$ cat src/rtl/pkg_jogo_memoria.sv
// Shared definitions for the display sequencer: state codes, default timing
// constants and the helper that turns a duration into a timer load value.
package pkg_jogo_memoria;

  localparam int unsigned T_ACESO_PADRAO   = 500;
  localparam int unsigned T_APAGADO_PADRAO = 250;
  localparam int unsigned LARGURA_TIMER    = 10;

  typedef enum logic [2:0] {
    OCIOSO  = 3'd0,
    CARREGA = 3'd1,
    ACESO   = 3'd2,
    APAGADO = 3'd3,
    FIM     = 3'd4
  } estado_t;

  // A phase lasting D cycles loads D-1 so the zero flag marks its last cycle.
  // Fast mode halves the duration; the result never drops below one cycle.
  function automatic logic [LARGURA_TIMER-1:0] carga_timer(input int unsigned duracao,
                                                           input logic rapido);
    int unsigned efetiva;
    efetiva = rapido ? (duracao >> 1) : duracao;
    if (efetiva == 0) efetiva = 1;
    return LARGURA_TIMER'(efetiva - 1);
  endfunction

endpackage

$ cat src/rtl/contador_decrescente.sv
// Loadable down-counter with enable and a zero flag; stops at zero.
module contador_decrescente
  import pkg_jogo_memoria::*;
(
  input  logic                     clock,
  input  logic                     reset,
  input  logic                     carga,
  input  logic                     habilita,
  input  logic [LARGURA_TIMER-1:0] valor,
  output logic                     zero
);

  logic [LARGURA_TIMER-1:0] contagem;

  // Load has priority over counting; counting saturates at zero.
  always_ff @(posedge clock or negedge reset) begin
    if (!reset) begin
      contagem <= '0;
    end else if (carga) begin
      contagem <= valor;
    end else if (habilita && (contagem != '0)) begin
      contagem <= contagem - 1'b1;
    end
  end

  assign zero = (contagem == '0);

endmodule

$ cat src/rtl/sequenciador_exibicao.sv
// Reads a run of nibbles from an external RAM and shows each one on a
// one-hot LED bank for a fixed on-time followed by a fixed dark gap.
module sequenciador_exibicao
  import pkg_jogo_memoria::*;
#(
  parameter int unsigned T_ACESO   = T_ACESO_PADRAO,
  parameter int unsigned T_APAGADO = T_APAGADO_PADRAO
) (
  input  logic       clock,
  input  logic       reset,
  input  logic       iniciar,
  input  logic       abortar,
  input  logic [3:0] limite,
  input  logic [1:0] modo,
  input  logic [3:0] mem_dado,
  output logic [3:0] mem_endereco,
  output logic [3:0] leds,
  output logic       ocupado,
  output logic       pronto,
  output logic [2:0] db_estado
);

  estado_t                  estado, proximo;
  logic [3:0]               limite_q;
  logic                     rapido_q;
  logic                     timer_zero;
  logic                     timer_carga;
  logic                     timer_habilita;
  logic [LARGURA_TIMER-1:0] timer_valor;

  // State register.
  always_ff @(posedge clock or negedge reset) begin
    if (!reset) begin
      estado <= OCIOSO;
    end else begin
      // NOTE: sequential state always uses non-blocking assignment so every
      // register samples the pre-edge values of the others.
      estado <= proximo;
    end
  end

  // Next-state logic; abort overrides every transition.
  always_comb begin
    // NOTE: default first so no path leaves proximo unassigned (no latch).
    proximo = estado;
    if (abortar) begin
      proximo = OCIOSO;
    end else begin
      case (estado)
        OCIOSO:  if (iniciar) proximo = CARREGA;
        CARREGA: proximo = ACESO;
        ACESO:   if (timer_zero) proximo = APAGADO;
        APAGADO: if (timer_zero) proximo = (mem_endereco == limite_q) ? FIM : CARREGA;
        FIM:     proximo = OCIOSO;
        default: proximo = OCIOSO;
      endcase
    end
  end

  // Status outputs decoded from the current state.
  always_comb begin
    ocupado   = (estado != OCIOSO);
    pronto    = (estado == FIM);
    db_estado = 3'(estado);
  end

  // Timer control: load entering ACESO and entering APAGADO, count otherwise.
  always_comb begin
    timer_carga    = (estado == CARREGA) || ((estado == ACESO) && timer_zero);
    timer_habilita = ((estado == ACESO) || (estado == APAGADO)) && !timer_zero;
    timer_valor    = (estado == CARREGA) ? carga_timer(T_ACESO, rapido_q)
                                         : carga_timer(T_APAGADO, rapido_q);
  end

  contador_decrescente u_timer (
    .clock    (clock),
    .reset    (reset),
    .carga    (timer_carga),
    .habilita (timer_habilita),
    .valor    (timer_valor),
    .zero     (timer_zero)
  );

  // Datapath: latched settings, RAM address and LED register.
  always_ff @(posedge clock or negedge reset) begin
    if (!reset) begin
      limite_q     <= '0;
      rapido_q     <= 1'b0;
      mem_endereco <= '0;
      leds         <= '0;
    end else if (abortar) begin
      mem_endereco <= '0;
      leds         <= '0;
    end else begin
      if ((estado == OCIOSO) && iniciar) begin
        limite_q     <= limite;
        rapido_q     <= modo[0];
        mem_endereco <= modo[1] ? limite : 4'd0;
      end else if ((estado == APAGADO) && timer_zero && (mem_endereco != limite_q)) begin
        mem_endereco <= mem_endereco + 4'd1;
      end

      // LEDs hold the captured nibble through ACESO and are dark elsewhere.
      if (estado == CARREGA) begin
        leds <= mem_dado;
      end else if ((estado == ACESO) && !timer_zero) begin
        leds <= leds;
      end else begin
        leds <= '0;
      end
    end
  end

endmodule

$ cat config.mk
export PLATFORM = sky130hd
export DESIGN_NAME = sequenciador_exibicao
export DESIGN_NICKNAME = d
export VERILOG_FILES = /design/src/rtl/pkg_jogo_memoria.sv /design/src/rtl/contador_decrescente.sv /design/src/rtl/sequenciador_exibicao.sv
export SDC_FILE = /design/constraint.sdc
export NUM_CORES = 1
export LEC_CHECK = 0
export CAP_MARGIN = 20
export CORE_AREA = 4 4 72 74
export CTS_BUF_LIST = sky130_fd_sc_hd__clkbuf_8
export DETAILED_ROUTE_END_ITERATION = 16
export DIE_AREA = 0 0 76 78
export GPL_ROUTABILITY_DRIVEN = 0
export SETUP_SLACK_MARGIN = 0.02
export SYNTH_ARGS = -nofsm -noshare
export SYNTH_HDL_FRONTEND = slang
export SYNTH_SLANG_ARGS = --single-unit
$ cat constraint.sdc
create_clock -name clock -period 5.3 [get_ports clock]
set_input_delay 0.795 -clock clock [delete_from_list [all_inputs] [get_ports clock]]
set_output_delay 0.795 -clock clock [all_outputs]
set_load 0.005 [all_outputs]
==> reports/qor.txt, run 1 <==
status: complete, no violations
Detail Placement HPWL: 2730 µm
clk buf depth: 2
row count: 25
Post-synth EDFFs: 0
H-tree levels: 1
mux cell area share after synthesis: 5.71%
first-pass iteration count of the detailed router: 4
I/O pins: 27
Nets: 207
max cap viols: 0
Final Hold Viols: 0
Synth Cell Area: 1600 µm²
Seq/Total Area, Yosys: 40.7%
Detailed Route WL: 3710 µm
buffers added on ports: 26
Fin Setup TNS: 0 ps
worst relative slew slack: 57.1%
Synth Flop Type: dfrtp_1
CTS Hold Buffers Added: 0
Via density: 5.54
Setup crit start: db_estado[0]
skew final: 6.55 ps
TritonCTS Buffers: 3
Post-synth ARST share: 100%
TritonCTS clock tree: done
post_cts resized: 0
Crit-path slowest cell: dfrtp_1
final worst setup slack: 2340 ps
maximum VDD drop: 0.000119 V
P&R area growth vs syn: 21.0%
syn avg cell area: 9.70 µm²
Compound-Gate Fraction of Synth Area: 19.0%
Skew-Pair Late Insertion Delay: 270 ps
number of buffers added for setup after CTS: 0
hold_sp: limite_q[0]
reg2reg start: db_estado[0]
Crit Path Class: flop to flop
post-synthesis simple-gate area fraction: 21.6%
DRC: 0
Worst path max stage delay: 640 ps
first-pass GRT wire length: 6300 µm
RSZ-0062 raised after global routing: false
Leak: 0.807 nW
CP Data Arrival Time: 3120 ps
vias in the first global route: 1294
CTS sink count: 26
Ys Warns: 0
synthesized instance count: 165
Final Max Tran Viols: 0
Final ANT Viol Nets: 0
ranking of synthesized cells by area: dfrtp_1 41%, ha_1 4.7%, a21oi_1 4.1%, xor2_1 3.8%, mux2_2 3.5%
minimum clock period: 2960 ps
largest net degree at the start of global routing: 27
Yosys cell types: 45
adder-cell share of the synthesized area: 4.69%
Setup crit end kind: flop
cell mode on critical path: ha_1
post-synth top area share: 40.7%
CP Buf/Inv Count: 1
Top delay family on crit path: adder cells
Core Area: 4600 µm²
biggest area consumer among synthesized cells: dfrtp_1
vias: 1329
Starting Density: 34.8%
antenna cells: 0
worst slew pin tran: 638 ps
Synth Net Count: 185
fill count: 450
count leader, synth: dfrtp_1
Yosys reg bits: 26
cell-by-cell listing of the critical path: nand2b_1 -> or2_2 -> inv_1 -> ha_1 -> a22oi_1 -> ha_1 -> nand4_1 -> mux2_4 -> o22a_1
chip height: 78 µm
final-report setup violation count: 0
post-synthesis xor/xnor area fraction: 3.83%
R2R Setup Slk: 2340 ps
Startpoint Class: flop
Max Freq: 338 MHz
Root Driver: clkbuf_8
Tot GR Track Use: 12.6%
full die area: 5930 µm²
initial antenna violation count: 0
initial DRC count: 97
share of layout cells above drive strength 1: 9.14%
PD cells: 323 nW/µm²
main combinational cell family by area after synthesis: simple AND/OR/NAND/NOR gates
width of the die: 76 µm
synth cell count leaders: 26 x dfrtp_1, 15 x nor2_1, 13 x a21oi_1
Worst-path clk slew: 90 ps
final period utilization: 55.9%
routed wire length per instance: 15.4 µm
CP max FO: 16
grt ovf: 0
Hold Path Class: flop to flop
CP Data Required Time: 5460 ps
Setup WS pre-CTS: 2420 ps
## stage by stage
step	util, %	cell area (µm²)	power (mW)	instances	hold WS (ps)
6_report	42.1	1940	0.625	240	534
3_3_place_gp	40.9	1880	0.488	236	511
4_1_cts	42.1	1940	0.627	240	538
5_1_grt	42.1	1940	0.665	240	565
2_1_floorplan	-	1600	0.436	165	495
3_5_place_dp	40.9	1880	0.497	236	517
## path summary, 6_finish.rpt
check	end	cells after the start
setup reg to reg	u_timer.contagem[8]	9
hold reg to reg	limite_q[0]	1
hold / removal	limite_q[0]	1
min in group asynchronous	u_timer.contagem[5]	2
max in group asynchronous	mem_endereco[3]	2
setup / recovery	u_timer.contagem[8]	9
## flip-flops by register name (all words and copies together) (netlist names)
name / flops
db_estado: 3
limite_q: 4
mem_endereco: 4
leds: 4
rapido_q: 1
u_timer.contagem: 10
## per-layer routing
metal | wire length, µm | GRT usage (%) | up-vias | share of wire [%]
met4 | 36 | 4.09 | 0 | 0.97
met5 | 0 | 0 | - | 0
met3 | 117 | 2.67 | 4 | 3.2
li1 | - | - | 654 | -
met1 | 1780 | 17.2 | 644 | 48
met2 | 1770 | 19.7 | 27 | 48
## power breakdown
| part | internal [mW] | total (mW) | switching [mW] | leakage [nW] |
|---|---|---|---|---|
| registers | 0.237 | 0.294 | 0.0570 | 0.319 |
| clock network | 0.0663 | 0.129 | 0.0624 | 0.0288 |
| logic | 0.101 | 0.202 | 0.101 | 0.459 |
| total | 0.405 | 0.625 | 0.220 | 0.807 |
## area by class of cell
cell class	instances	area [µm²]	share of cell area (%)
Clock buffer	4	55.1	2.84
Inverter	5	18.8	0.969
Multi-Input combinational cell	124	877	45.3
Sequential cell	26	651	33.6
Tap cell	54	67.6	3.49
Timing Repair Buffer	27	268	13.8
## worst reg2reg max path, stage by stage (launching register included)
cell and delay, ps:
dfrtp_1 640, nand2b_1 140, or2_2 380, inv_1 190, ha_1 340, a22oi_1 200, ha_1 360, nand4_1 130
mux2_4 280, o22a_1 200
## cell usage in the layout, fill, tap and decap left out, drive strengths merged, types with 2 or more instances in the layout
cell type	n
a21oi	13
a31oi	4
xor2	7
ha	6
o31ai	4
nor2	15
or2	2
inv	5
a22oi	6
and3	5
nand3	3
clkdlybuf4s50	26
clkbuf	4
nor3	5
mux2i	2
a32oi	2
nand2	8
nand2b	5
dfrtp	26
o21ai	5
mux2	6
o22a	3
nor4	2
nor4b	3
nand4	5
## kinds of logic after synthesis
group                      Yosys count
AOI/OAI and AO/OA                   45
xor gates and xnor gates             7
adders and majority gates            6
muxes                                8
and+or+nand+nor                     58
buffers and inverters               15
DFF                                 26
(Power assumes the default switching activity.)
==> run 2, diff against run 1 <==
- clock period: 5.3 -> 2.5 ns (I/O delays scaled with it)
==> run 2 against run 1 <==
Compared with the run above: worst hold slack lost 75 ps; count of clock-buffer cells in the layout decreased by 1; utilization up 3.3 points; wire length increased by 9.0%; critical endpoint is now u_timer.contagem[2]; critical path depth increased by 1; die area unchanged; sequential power increased by 110%.
==> reports/qor.txt, run 2 (synthesized netlist as in run 1, its figures left out) <==
CTS sink count: 26 (unchanged)
initial antenna violation count: 0 (unchanged)
row count: 25 (unchanged)
Worst path max stage delay: 460 ps (was 640 ps)
cell-by-cell listing of the critical path: nor4_4 -> nand3_4 -> o31a_1 -> mux2i_1 -> ha_2 -> buf_4 -> o211ai_1 -> o21ai_0 -> o31ai_1 -> o22ai_1 (was nand2b_1 -> or2_2 -> inv_1 -> ha_1 -> a22oi_1 -> ha_1 -> nand4_1 -> mux2_4 -> o22a_1)
Post-Layout Cell Count: 253 (was 240)
RSZ-0062 raised after global routing: false (unchanged)
routed wire length per instance: 16.0 µm (was 15.4 µm)
Max Freq: 427 MHz (was 338 MHz)
Final ANT Viol Nets: 0 (unchanged)
Biggest register: u_timer.contagem (unchanged)
width of the die: 76 µm (unchanged)
grt ovf: 0 (unchanged)
Tot GR Track Use: 13.9% (was 12.6%)
TritonCTS clock tree: done (unchanged)
fill count: 438 (was 450)
CP Data Required Time: 2690 ps (was 5460 ps)
Detailed Route WL: 4040 µm (was 3710 µm)
H-tree levels: 1 (unchanged)
Worst Reg-to-Reg Cells: 10 (was 9)
I/O pins: 27 (unchanged)
Startpoint Class: flop (unchanged)
maximum VDD drop: 0.000328 V (was 0.000119 V)
Setup crit end kind: flop (unchanged)
Starting Density: 34.8% (unchanged)
initial DRC count: 136 (was 97)
Post-Place Cells: 247 (was 236)
Hold Path Class: primary input to asynchronous set/reset pin (was flop to flop)
worst relative slew slack: 57.2% (was 57.1%)
Worst-path clk slew: 100 ps (was 90 ps)
Root Driver: clkbuf_8 (unchanged)
DRC: 0 (unchanged)
worst slew pin tran: 635 ps (was 638 ps)
TritonCTS Buffers: 3 (unchanged)
Worst R2R End: u_timer.contagem[2] (was u_timer.contagem[8])
Crit-path slowest cell: dfrtp_2 (was dfrtp_1)
Core Area: 4600 µm² (unchanged)
CTS Hold Buffers Added: 0 (unchanged)
PD cells: 710 nW/µm² (was 323 nW/µm²)
Final Max Tran Viols: 0 (unchanged)
most common cell after layout, fill and taps aside: clkdlybuf4s50_1
max cap viols: 0 (unchanged)
final-report setup violation count: 0 (unchanged)
Skew-Pair Late Insertion Delay: 280 ps (was 270 ps)
P&R area growth vs syn: 30.6% (was 21.0%)
first-pass iteration count of the detailed router: 4 (unchanged)
antenna cells: 0 (unchanged)
final period utilization: 93.8% (was 55.9%)
number of flip-flops under the largest register name: 10 (unchanged)
full die area: 5930 µm² (unchanged)
clk buf depth: 2 (unchanged)
largest net degree at the start of global routing: 27 (unchanged)
reg2reg start: u_timer.contagem[4] (was db_estado[0])
share of layout cells above drive strength 1: 18.1% (was 9.14%)
CP max FO: 7 (was 16)
Fin Setup TNS: 0 ps (unchanged)
Via density: 5.61 (was 5.54)
vias: 1419 (was 1329)
Leak: 0.881 nW (was 0.807 nW)
area of the multi-input gates: 913 µm² (was 877 µm²)
CP Data Arrival Time: 2530 ps (was 3120 ps)
most frequent cells in the layout: 26 x clkdlybuf4s50_1, 25 x dfrtp_1, 15 x nor2_1 (was 26 x dfrtp_1, 26 x clkdlybuf4s50_1, 15 x nor2_1)
status: complete, no violations (unchanged)
skew final: 6.29 ps (was 6.55 ps)
buffers added on ports: 26 (unchanged)
Register Area: 652 µm² (was 651 µm²)
Nets: 220 (was 207)
vias in the first global route: 1441 (was 1294)
first-pass GRT wire length: 6910 µm (was 6300 µm)
Crit Path Class: flop to flop (unchanged)
minimum clock period: 2340 ps (was 2960 ps)
chip height: 78 µm (unchanged)
Detail Placement HPWL: 2980 µm (was 2730 µm)
R2R Setup Slk: 160 ps (was 2340 ps)
Final Hold Viols: 0 (unchanged)
-- run 2: how the worst max path moves through the flow --
stage	slack (ps)	end	start	cells after the start
floorplan	20	u_timer.contagem[8]	u_timer.contagem[3]	10
global placement	190	u_timer.contagem[2]	u_timer.contagem[7]	10
detailed placement	90	u_timer.contagem[2]	u_timer.contagem[7]	10
CTS	50	u_timer.contagem[2]	u_timer.contagem[7]	10
global route	20	u_timer.contagem[4]	u_timer.contagem[4]	9
finish	160	u_timer.contagem[2]	u_timer.contagem[4]	10
-- run 2: layout make-up --
type                       instances  area share [%]
multi-input combinational        124            43.7
sequential                        26            31.2
tap                               54            3.23
inverter                           5            1.02
clock inverter                     1            1.44
timing repair buffer              40            17.5
clock buffer                       3            1.97
-- run 2: report_power, final --
part	switching [mW]	total, mW	internal, mW
sequential	0.107	0.612	0.505
combinational	0.257	0.516	0.259
clock	0.143	0.357	0.214
total	0.507	1.49	0.979
-- run 2: per-stage QoR --
| step | worst slack (ps) | utilization [%] | hold WS [ps] | instance area [µm²] | total power, mW |
|---|---|---|---|---|---|
| detailed placement | 94.6 | 42.9 | 517 | 1970 | 1.10 |
| finish | 155 | 45.5 | 460 | 2090 | 1.49 |
| CTS | 48.7 | 44.6 | 468 | 2050 | 1.47 |
| global route | 24.8 | 45.5 | 492 | 2090 | 1.58 |
| global placement | 186 | 42.9 | 510 | 1970 | 1.09 |
| floorplan | 20.5 | - | 79.4 | 1610 | 0.939 |
-- run 2: critical path: cells and delay by family (launching register included) --
family	cells	cell delay, ps
AOI/OAI and AO/OA	5	770
and+or+nand+nor	2	500
DFF	1	460
adders and majority gates	1	210
muxes	1	170
buffers and inverters	1	140
-- run 2: what timing repair did --
| item | 4_1_cts | 5_1_grt |
|---|---|---|
| setup endpoints to repair | 1 | 4 |
| pin swaps | 0 | 5 |
| setup buffers | 0 | 2 |
| resized for setup | 1 | 7 |
-- run 2: per-layer routing --
metal  share of wire, %  wire length [µm]  track usage [%]  up-vias
met5                  0                 0                0        -
met2                 45              1830             20.5       40
met1                 50              2010             20.8      690
met3                4.0               162             1.74        4
met4               0.82                33             4.27        0
li1                   -                 -                -      685
==> run 3, diff against run 2 <==
- CORE_AREA: 4 4 72 74 -> 4 4 66 68
- DIE_AREA: 0 0 76 78 -> 0 0 70 72
- PLACE_DENSITY: default -> 0.68
==> run 3 against run 2 <==
Compared with the run above: utilization increased by 8.9 points; cell area increased by 0.24%; register-to-register slack about the same; fmax decreased by 0.58%; worst hold slack improved by 3.2 ps; die area decreased by 15%; combinational power decreased by 5.0%; first-iteration DRC count decreased by 25%; count of clock-buffer cells in the layout unchanged; non-clock buffer count increased by 3; wire length increased by 0.42%; critical path type unchanged.
==> reports/qor.txt, run 3 (synthesized netlist as in run 1, its figures left out) <==
largest net degree at the start of global routing: 27 (unchanged)
TritonCTS clock tree: done (unchanged)
final period utilization: 94.3% (was 93.8%)
Biggest register: u_timer.contagem (unchanged)
CP max FO: 8 (was 7)
Final Max Tran Viols: 0 (unchanged)
most frequent cells in the layout: 26 x clkdlybuf4s50_1, 25 x dfrtp_1, 15 x nor2_1, 15 x buf_4, 13 x a21oi_1 (was 26 x clkdlybuf4s50_1, 25 x dfrtp_1, 15 x nor2_1)
Leak: 0.891 nW (was 0.881 nW)
antenna cells: 0 (unchanged)
PD cells: 698 nW/µm² (was 710 nW/µm²)
Root Driver: clkbuf_8 (unchanged)
number of flip-flops under the largest register name: 10 (unchanged)
first-pass iteration count of the detailed router: 4 (unchanged)
I/O pins: 27 (unchanged)
RSZ-0062 raised after global routing: true (was false)
buffers added on ports: 26 (unchanged)
final-report setup violation count: 0 (unchanged)
dpl cell area: 1950 µm² (was 1970 µm²)
TritonCTS Buffers: 3 (unchanged)
initial antenna violation count: 0 (unchanged)
row count: 23 (was 25)
Nets: 223 (was 220)
Final ANT Viol Nets: 0 (unchanged)
grt met2 use: 29.0% (was 20.5%)
width of the die: 70 µm (was 76 µm)
CP Data Required Time: 2680 ps (was 2690 ps)
routed wire length per instance: 16.1 µm (was 16.0 µm)
design area: 2100 µm² (was 2090 µm²)
Hold Path Class: primary input to asynchronous set/reset pin (unchanged)
Max Freq: 424 MHz (was 427 MHz)
most common cell after layout, fill and taps aside: clkdlybuf4s50_1 (unchanged)
vias: 1408 (was 1419)
maximum VDD drop: 0.000337 V (was 0.000328 V)
P&R area growth vs syn: 31.0% (was 30.6%)
fill count: 360 (was 438)
Switching Fraction: 33.5% (was 34.1%)
Core Area: 3860 µm² (was 4600 µm²)
worst slew pin tran: 560 ps (was 635 ps)
post-route total power: 1.46 mW (was 1.49 mW)
status: complete, no violations (unchanged)
chip height: 72 µm (was 78 µm)
Startpoint Class: flop (unchanged)
Comb power frac: 33.5% (was 34.8%)
Worst-path clk slew: 100 ps (about the same)
H-tree levels: 1 (unchanged)
Tot GR Track Use: 16.2% (was 13.9%)
Switch Pwr: 489 µW (was 507 µW)
Setup crit end kind: flop (unchanged)
Crit-path slowest cell: dfrtp_2 (unchanged)
grt ovf: 0 (unchanged)
Crit Path Class: flop to flop (unchanged)
share of layout cells above drive strength 1: 18.3% (was 18.1%)
Starting Density: 41.5% (was 34.8%)
clk buf depth: 2 (unchanged)
gr busiest metal: met2 (was met1)
full die area: 5040 µm² (was 5930 µm²)
minimum clock period: 2360 ps (was 2340 ps)
Worst path max stage delay: 450 ps (was 460 ps)
DRC: 0 (unchanged)
GR Util met1: 19.2% (was 20.8%)
met3 usage in global routing: 2.91% (was 1.74%)
Via density: 5.59 (was 5.61)
Register Area: 652 µm² (unchanged)
cell-by-cell listing of the critical path: nor4b_4 -> nand3_4 -> o31a_1 -> mux2i_1 -> ha_2 -> buf_6 -> nand4_1 -> xor2_1 -> a22oi_1 (was nor4_4 -> nand3_4 -> o31a_1 -> mux2i_1 -> ha_2 -> buf_4 -> o211ai_1 -> o21ai_0 -> o31ai_1 -> o22ai_1)
Final Hold Viols: 0 (unchanged)
area of the multi-input gates: 893 µm² (was 913 µm²)
initial DRC count: 102 (was 136)
clock power share: 23.7% (was 24.0%)
CP Data Arrival Time: 2540 ps (was 2530 ps)
first-pass GRT wire length: 6640 µm (was 6910 µm)
skew final: 12.4 ps (was 6.29 ps)
Detailed Route WL: 4060 µm (was 4040 µm)
max cap viols: 0 (unchanged)
Detail Placement HPWL: 2990 µm (was 2980 µm)
vias in the first global route: 1473 (was 1441)
CTS sink count: 26 (unchanged)
internal power: 972 µW (was 979 µW)
worst relative slew slack: 62.5% (was 57.2%)
share of power burned in registers: 42.8% (was 41.2%)
Skew-Pair Late Insertion Delay: 270 ps (was 280 ps)
[run 3: changes by cell type in the layout (fill, tap and decap cells not counted)]
cell     before  now
ha_4          1    0
a22oi_2       1    0
o31ai_2       2    1
buf_6         0    2
ha_2          1    2
buf_4        14   15
a22oi_1       5    6
o31ai_1       2    3
[run 3: timing repair]
action / CTS / global route
setup endpoints to repair: 0 / 4
hold buffers: 0 / 0
hold endpoints to repair: 0 / 0
resized for setup: 0 / 7
buffers inserted: 0 / 7
[run 3: stage by stage]
step	setup slack [ps]	utilization, %	hold slack (ps)	cells	TNS (ps)
2_1_floorplan	20.5	-	79.4	165	0
3_3_place_gp	200	50.6	514	241	0
3_5_place_dp	110	50.6	525	241	0
4_1_cts	72.3	52.5	475	245	0
5_1_grt	-0.235	54.3	485	252	-0.235
6_report	142	54.3	463	252	0
[run 3: path summary, 6_finish.rpt]
check	slack [ps]	cells after the start	from	end
min in group clock	540	1	limite_q[3]	limite_q[3]
min	460	2	reset	u_timer.contagem[6]
min reg2reg	540	1	limite_q[3]	limite_q[3]
max	140	9	u_timer.contagem[7]	u_timer.contagem[4]
max in group asynchronous	1770	2	reset	u_timer.contagem[7]
max reg2reg	140	9	u_timer.contagem[7]	u_timer.contagem[4]
[run 3: routing by layer]
metal / vias to the layer above / part of all wire, %
met4: 0 / 2.2
met2: 29 / 53
li1: 686 / -
met5: - / 0
met1: 684 / 42
met3: 9 / 2.7
[run 3: power groups by stage]
stage / sequential [mW] / combinational [mW] / clock (mW)
after global placement: 0.625 / 0.435 / 0
after CTS: 0.624 / 0.456 / 0.354
after global routing: 0.640 / 0.545 / 0.375
final: 0.626 / 0.490 / 0.347
after floorplan: 0.591 / 0.348 / 0
after detailed placement: 0.632 / 0.454 / 0
[run 3: area by class of cell]
| class | count | area share [%] |
|---|---|---|
| flip-flops and latches | 26 | 31.1 |
| clock buffers | 3 | 1.97 |
| well taps | 50 | 2.99 |
| multi-input cells | 124 | 42.6 |
| inverters | 5 | 1.01 |
| clock inverters | 1 | 1.43 |
| repair buffers | 43 | 18.9 |
[run 3: worst max-delay path, delay by kind of cell, from the launching register on]
family | cells | cell delay, ps
multiplexers | 1 | 170
buffers and inverters | 1 | 120
XOR/XNOR | 1 | 160
AND/OR/NAND/NOR | 3 | 610
AO/OA/AOI/OAI | 2 | 520
flip-flops | 1 | 450
adder cells (fa/ha/maj) | 1 | 210
